## src/rtl/uart_tx_unit.sv

```systemverilog
// UART transmitter: one byte per Send, fixed 11-slot frame (start, D0..D7, parity, stop).
// Bit timing comes from an internal baud counter whose divisor is latched with the request.
module uart_tx_unit #(
  parameter int ClockHz = 50_000_000
) (
  input  logic       Clock,
  input  logic       Reset,
  input  logic       Send,
  input  logic [7:0] DataIn,
  input  logic [1:0] ParityType,
  input  logic [1:0] BaudRate,
  output logic       DataTx,
  output logic       Busy,
  output logic       Done
);

  // Nearest-integer divisors; at 50 MHz these are 20833/10417/5208/2604.
  localparam logic [14:0] DivM1_2400  = 15'((ClockHz + 1200) / 2400 - 1);
  localparam logic [14:0] DivM1_4800  = 15'((ClockHz + 2400) / 4800 - 1);
  localparam logic [14:0] DivM1_9600  = 15'((ClockHz + 4800) / 9600 - 1);
  localparam logic [14:0] DivM1_19200 = 15'((ClockHz + 9600) / 19200 - 1);

  typedef enum logic [2:0] {IDLE, START, DATA, PARITY, STOP} state_t;

  state_t      state_q, state_d;
  logic [14:0] cnt_q, cnt_d;
  logic [14:0] div_m1_q, div_m1_d;
  logic [2:0]  idx_q, idx_d;
  logic [7:0]  data_q, data_d;
  logic        par_q, par_d;
  logic        tx_q, tx_d;
  logic        busy_q, busy_d;
  logic        done_q, done_d;

  logic        bit_end;
  logic [2:0]  idx_nxt;
  logic [14:0] div_m1_sel;
  logic        par_sel;

  assign bit_end = (cnt_q == div_m1_q);
  assign idx_nxt = idx_q + 3'd1;

  always_comb begin
    div_m1_sel = DivM1_2400;
    case (BaudRate)
      2'b00: div_m1_sel = DivM1_2400;
      2'b01: div_m1_sel = DivM1_4800;
      2'b10: div_m1_sel = DivM1_9600;
      2'b11: div_m1_sel = DivM1_19200;
      default: div_m1_sel = DivM1_2400;
    endcase
  end

  always_comb begin
    par_sel = 1'b1;
    case (ParityType)
      2'b01:   par_sel = ~^DataIn;
      2'b10:   par_sel = ^DataIn;
      default: par_sel = 1'b1;
    endcase
  end

  always_comb begin
    state_d  = state_q;
    cnt_d    = cnt_q + 15'd1;
    div_m1_d = div_m1_q;
    idx_d    = idx_q;
    data_d   = data_q;
    par_d    = par_q;
    tx_d     = tx_q;
    busy_d   = busy_q;
    done_d   = 1'b0;
    case (state_q)
      IDLE: begin
        cnt_d  = 15'd0;
        tx_d   = 1'b1;
        busy_d = 1'b0;
        if (Send) begin
          state_d  = START;
          div_m1_d = div_m1_sel;
          data_d   = DataIn;
          par_d    = par_sel;
          tx_d     = 1'b0;
          busy_d   = 1'b1;
        end
      end
      START: begin
        if (bit_end) begin
          state_d = DATA;
          cnt_d   = 15'd0;
          idx_d   = 3'd0;
          tx_d    = data_q[0];
        end
      end
      DATA: begin
        if (bit_end) begin
          cnt_d = 15'd0;
          if (idx_q == 3'd7) begin
            state_d = PARITY;
            tx_d    = par_q;
          end else begin
            idx_d = idx_nxt;
            tx_d  = data_q[idx_nxt];
          end
        end
      end
      PARITY: begin
        if (bit_end) begin
          state_d = STOP;
          cnt_d   = 15'd0;
          tx_d    = 1'b1;
        end
      end
      STOP: begin
        if (bit_end) begin
          state_d = IDLE;
          cnt_d   = 15'd0;
          tx_d    = 1'b1;
          busy_d  = 1'b0;
          done_d  = 1'b1;
        end
      end
      default: begin
        state_d = IDLE;
        cnt_d   = 15'd0;
        tx_d    = 1'b1;
        busy_d  = 1'b0;
      end
    endcase
  end

  always_ff @(posedge Clock or posedge Reset) begin
    if (Reset) begin
      state_q  <= IDLE;
      cnt_q    <= 15'd0;
      div_m1_q <= 15'd0;
      idx_q    <= 3'd0;
      data_q   <= 8'd0;
      par_q    <= 1'b1;
      tx_q     <= 1'b1;
      busy_q   <= 1'b0;
      done_q   <= 1'b0;
    end else begin
      state_q  <= state_d;
      cnt_q    <= cnt_d;
      div_m1_q <= div_m1_d;
      idx_q    <= idx_d;
      data_q   <= data_d;
      par_q    <= par_d;
      tx_q     <= tx_d;
      busy_q   <= busy_d;
      done_q   <= done_d;
    end
  end

  assign DataTx = tx_q;
  assign Busy   = busy_q;
  assign Done   = done_q;

endmodule

```

## config.mk

```make
export PLATFORM = sky130hd
export DESIGN_NAME = uart_tx_unit
export DESIGN_NICKNAME = d
export VERILOG_FILES = /design/src/rtl/uart_tx_unit.sv
export SDC_FILE = /design/constraint.sdc
export NUM_CORES = 1
export LEC_CHECK = 0
export CAP_MARGIN = 20
export CORE_ASPECT_RATIO = 0.7
export CORE_MARGIN = 4
export CORE_UTILIZATION = 55
export CTS_CLUSTER_SIZE = 14
export DETAILED_ROUTE_END_ITERATION = 7
export GPL_TIMING_DRIVEN = 0
export PLACE_DENSITY = 0.76
export SYNTH_ARGS = -nofsm -noshare
export SYNTH_HDL_FRONTEND = slang
export SYNTH_SLANG_ARGS = --single-unit
```

## constraint.sdc

```tcl
create_clock -name Clock -period 3.5 [get_ports Clock]
set_input_delay 0.7 -clock Clock [delete_from_list [all_inputs] [get_ports Clock]]
set_output_delay 0.7 -clock Clock [all_outputs]
set_load 0.02 [all_outputs]
```

* After elaboration in Yosys (flattened, before gate mapping) *
Index checks and enable logic that the tools add are counted.
W data, S select, Z words.

storage, ports and cells
  register bits after elaboration = 48
  bits of input ports = 15
  output and inout bits = 3
  logic and storage cells = 72

cells by class
  $add $sub $neg = 2
  order comparisons = 1
  equal/unequal tests = 19
  muxes and demuxes = 27
  bitwise gates (word level) = 1
  reduce and logical (&&, ||, !) cells = 13

operators with widths
  cell                     count
  $pmux W15 S4             1
  $mux W15                 2
  $mux W3                  8
  $add A15 B1 Y15 const B  1
  $eq A15 B15 Y1           1
  $pmux W3 S5              1
  $ne A2 B2 Y1 const B     7
  $mux W1                  10
  $reduce_xnor A8 Y1       1
  $reduce_xor A8 Y1        1
  $eq A2 B2 Y1 const B     3
  $eq A3 B2 Y1 const B     2
  $eq A3 B3 Y1 const B     2
  $pmux W3 S2              1
  $reduce_and A6 Y1        1
  $eq A2 B1 Y1 const B     2
  $lt A3 B4 Y1 const B     1
  $pmux W1 S4              1
  $reduce_and A2 Y1        2
  $reduce_and A4 Y1        1
  $reduce_or A4 Y1         1
  $add A3 B1 Y3 const B    1
  $bmux W1 S3              1
  $eq A3 B1 Y1 const B     1
  10 further kinds         10

* Depth between registers and ports, before layout *
Gate-level depths: netlist of run 1.

  word-level depth = 6
  depth in mapped cells = 7
  depth with buffers taken out = 7

* Least setup slack after synthesis of run 1 *
Ideal clock, no wire load.

  kind = reg2reg
  from = register idx_q[0]
  to = register tx_q (netlist: DataTx)
  library setup time = 85 ps
  arrival = 1956 ps
  path slack = 1460 ps
  cell stages (with the launch flop) = 7
  path buffers = 0
  period minus slack after synthesis = 2040 ps
  path through = dfrtp_1 -> ha_1 -> ha_1 -> mux4_2 -> nor2_1 -> o311ai_0 -> mux2_1

between the ends
  longest elaborated chain between the ends = 6
  elaborated cells between the ends (all ways) = 7
  those cells by class = 1 x add/sub; 1 x eq/ne; 5 x mux

RTL lines
  what                           line  source
  start, declared                28    logic [2:0] idx_q, idx_d;
  start signal, assigned         147   idx_q <= idx_d;
  $add A3 B1 Y3                  41    assign idx_nxt = idx_q + 3'd1;
  $bmux W1 S3                    103   tx_d = data_q[idx_nxt];
  $mux W1 (not written as such)  103
  $mux W1 *                      98    if (idx_q == 3'd7) begin
  $mux W1 *                      96    if (bit_end) begin
  $pmux W1 S4 *                  73    case (state_q)
  end signal, assigned           150   tx_q <= tx_d;
  end, declared                  31    logic tx_q, tx_d;

Mark *: on every way between the ends. The rest lies on a longest branch, timed or not. The select of a mux whose other input is x is not followed.
A chain may end at the register's enable or synchronous reset.

* Worst setup path in the final report of run 1 *
  from = input Send
  to = register data_q[0]

between the ends
  longest elaborated chain between the ends = 1

RTL lines
  what                         line  source
  start, declared              8     input logic Send,
  $reduce_and A2 Y1 (no line)  -
  end signal, assigned         148   data_q <= data_d;
  end, declared                29    logic [7:0] data_q, data_d;

No other way between the ends.

==> results.md, run 1 <==
* RSZ-0062 raised after global routing: no
* Dpl hpwl at around 2900 um
* Total track usage at 0.164
* Distinct cells, synth at 41
* First-pass DRT Iterations at 4
* Reg power frac at 0.481
* FMAX at ~430 MHz
* Comb pwr share at 0.287
* CP arrival at 2500 ps
* CP cell instances: clkdlybuf4s50_1, nor2b_1, nor3b_2, buf_2, mux2_2
* Worst-path maximum fanout at 10
* Switching power share of the total at 0.322
* Starting Density at 0.570
* Die ar. at 5130 um^2
* Leakage at 0.00116 uW
* Post-Syn Instances at ~210
* Fin area at about 2600 um^2
* Startpoint types: input pin
* Ports at 18
* Ys Warns at 0
* Final setup fails at 0
* Clock insertion delay at the later pin of the skew report at ~300 ps
* Hold_buf cts at 0
* Number of global-route vias before repair at around 1,300
* Clk sinks at 42
* DRC violations left at 0
* Routed wire per std cell at around 14 um
* Post-synth EDFFs at 0
* Most frequent cells in the layout: dfrtp_1 (40), nor2_1 (30), clkdlybuf4s50_1 (17)
* Total Nets Final at 257
* Port Buf Inserts at 17
* Area Growth Syn to Fin at 15.5%
* Tcrit/Tclk final at 0.659
* CTS tree: yes
* Rows at 19
* DRT iter0 DRCs at 70
* Status: finished, final reports clean
* Cell Pwr Density at about 640 nW/um^2
* Final Slew Violations at 0
* Initial antenna violation count at 0
* Grt total ovfl at 0
* Final worst setup slack at 1190 ps
* Core footprint at roughly 4000 um^2
* Clock skew at 7.85 ps
* Final ANT Viol Nets at 0
* Number of vias per cell at between 5 and 6
* Filler instances at roughly 330
* FF+latch count, synth at 42
* Async set or reset register ratio after synthesis at 1.00
* Slowest stage cell on the critical path: clkdlybuf4s50_1
* Final wirelength at 3920 um
* Sw power at roughly 530 uW
* Syn_area_per_cell at approximately 11 um^2
* Syn nets at between 200 and 250
* Tmin final at between 2000 and 2500 ps
* Power Total at 1640 uW
* Pint at 1110 uW
* Fin Setup TNS at 0 ps
* Width of the die at roughly 84 um
* Peak supply drop at ~0.00047 V
* Setup repair bufs after CTS at 0
* Worst setup EP type: flip-flop
* Clock transition at the registers of the reported paths at roughly 80 ps
* Longest Clk Path Bufs at 2
* Commonest non-fill, non-tap cell in the layout: dfrtp_1
* CTS root buf: clkbuf_8
* Top_reg_cell synth: dfrtp_1
* First-pass GRT wire length at about 6500 um
* Largest net degree at the start of global routing at between 40 and 50
* Die Y at ~61 um
* Clk pwr share at 0.232
* Cell Area, Placed at 2460 um^2
* Via count at 1,481
* # diodes at 0
* Critical path class: in2reg
* Routability congestion estimate at approximately 0.82
* Layout cell share with drive strength beyond 1 at 0.180
* Worst stage delay on the critical path at between 400 and 500 ps
* Netlist Area Pre-Place at ~2200 um^2
* WP data required at around 3700 ps
* Sequential area share after synthesis at 0.474
* Hold Vio Cnt, Final at 0
* Post-CTS Resized at 0
* CTS buffer count at 5
* Worst Hold Margin at a little over 500 ps
* Place WS at between 800 and 900 ps
* Slew Limit Headroom at 0.440
* # Max-Cap Violations at 0
* Htree depth at 2
* Min-delay worst type: reg2reg
* Worst-margin pin slew at around 840 ps
-- registers in the layout, indices dropped and copies added (netlist names) --
name and cells:
Busy 1, DataTx 1, Done 1, cnt_q 15
data_q 8, div_m1_q 9, idx_q 3, par_q 1
state_q 3
-- layer usage --
layer | vias up | track usage | share of wire
li1 | 763 | - | -
met1 | 689 | 0.243 | 0.57
met2 | 21 | 0.236 | 0.39
met3 | 8 | 0.0401 | 0.029
met4 | 0 | 0.0619 | 0.017
met5 | - | 0 | 0
-- power groups by stage --
stage / logic [uW] / registers [uW] / clock network, uW
after floorplan: 359 / 762 / 0
after global placement: 455 / 790 / 0
after detailed placement: 473 / 794 / 0
after CTS: 475 / 787 / 387
after global routing: 523 / 810 / 405
final: 470 / 787 / 379
-- synth_stat cells (2+ instances only) --
cell type  instances  share of area
mux2_2            15          0.076
nand3_1            6          0.014
xnor2_1           14          0.055
dfstp_2            2          0.024
xor2_1             9          0.035
o22ai_1            5          0.014
nor2_1            30          0.051
buf_2              2         0.0045
a22o_1             2         0.0079
and3_1             6          0.017
clkbuf_2           2         0.0045
mux2i_1            3          0.014
a21oi_1            4         0.0090
and3_2             2         0.0068
nor3_1             8          0.018
clkbuf_1           2         0.0034
dfrtp_1           40           0.45
nand2_1           10          0.017
nand4_1            5          0.014
inv_1              9          0.015
ha_1              10          0.056
o21ai_0            3         0.0068
-- area by class of cell --
cell class              instances  area, um^2  area share
well taps                      52        65.1      0.0254
inverters                       9        33.8      0.0132
repair buffers                 17         170      0.0663
clock buffers                   5        68.8      0.0268
multi-input cells             150        1100       0.428
flip-flops and latches         42        1050       0.411
clock inverters                 3        40.0      0.0156
plain buffers                   7        35.0      0.0137
-- worst max-delay path: cells and delay by family --
kind	cells	cell delay, ps
buffers and inverters	2	790
and+or+nand+nor	2	630
muxes	1	370
-- logic make-up (layout without fill, tap and decap cells) --
logic type               count (synthesis)  after routing  share of synthesized area
AND/OR/NAND/NOR                         78             78                      0.187
adder cells (fa/ha/maj)                 10             10                     0.0563
flip-flops                              42             42                      0.474
AO/OA/AOI/OAI                           19             19                     0.0558
multiplexers                            20             20                      0.105
buffers and inverters                   16             41                     0.0310
XOR/XNOR                                23             23                     0.0907
-- worst paths after layout --
kind / startpoint / to / slack (ps) / cells past startpoint
max reg2reg: idx_q[0] / DataTx / 1360 / 6
min in group asynchronous: Reset / data_q[3] / 890 / 2
max: Send / data_q[0] / 1190 / 5
max in group asynchronous: Reset / cnt_q[0] / 2080 / 2
min reg2reg: Busy / Busy / 510 / 1
min: Busy / Busy / 510 / 1
-- stage by stage --
stage,cells,utilization
2_1_floorplan,208,-
3_3_place_gp,277,0.630
3_5_place_dp,277,0.630
4_1_cts,285,0.658
5_1_grt,285,0.658
6_report,285,0.658
Power figures use the tool's default switching activity.
==> run 2, diff against run 1 <==
clock period = 2.25 ns   (was 3.5 ns; I/O delays follow)
==> results of run 2 <==
Same layout as run 1 (identical final DEF). Status: finished, final reports clean.
Among the figures that moved: setup slack after placement 890 ps -> -110 ps; setup slack after layout 1190 ps -> 111 ps; start point of the critical path Send -> idx_q[0]; end point of the critical path data_q[0] -> DataTx; register-to-register setup slack 1360 ps -> 110 ps; total power 1640 uW -> 2540 uW; worst IR drop on VDD 0.000474 V -> 0.000737 V
==> run 3, diff against run 2 <==
==> constraint.sdc (replaced) <==
create_clock -name Clock -period 2.25 [get_ports Clock]
set_input_delay 0.225 -clock Clock [delete_from_list [all_inputs] [get_ports Clock]]
set_output_delay 0.225 -clock Clock [all_outputs]
set_load 0.02 [all_outputs]
==> results of run 3 <==
Same layout as run 1 (identical final DEF). Status: finished, final reports clean.
Among the figures that moved: setup slack after placement 890 ps -> 105 ps; setup slack after layout 1190 ps -> 111 ps; hold slack 508 ps -> 415 ps; start point of the critical path Send -> idx_q[0]; end point of the critical path data_q[0] -> DataTx; register-to-register setup slack 1360 ps -> 110 ps; total power 1640 uW -> 2540 uW; worst IR drop on VDD 0.000474 V -> 0.000737 V
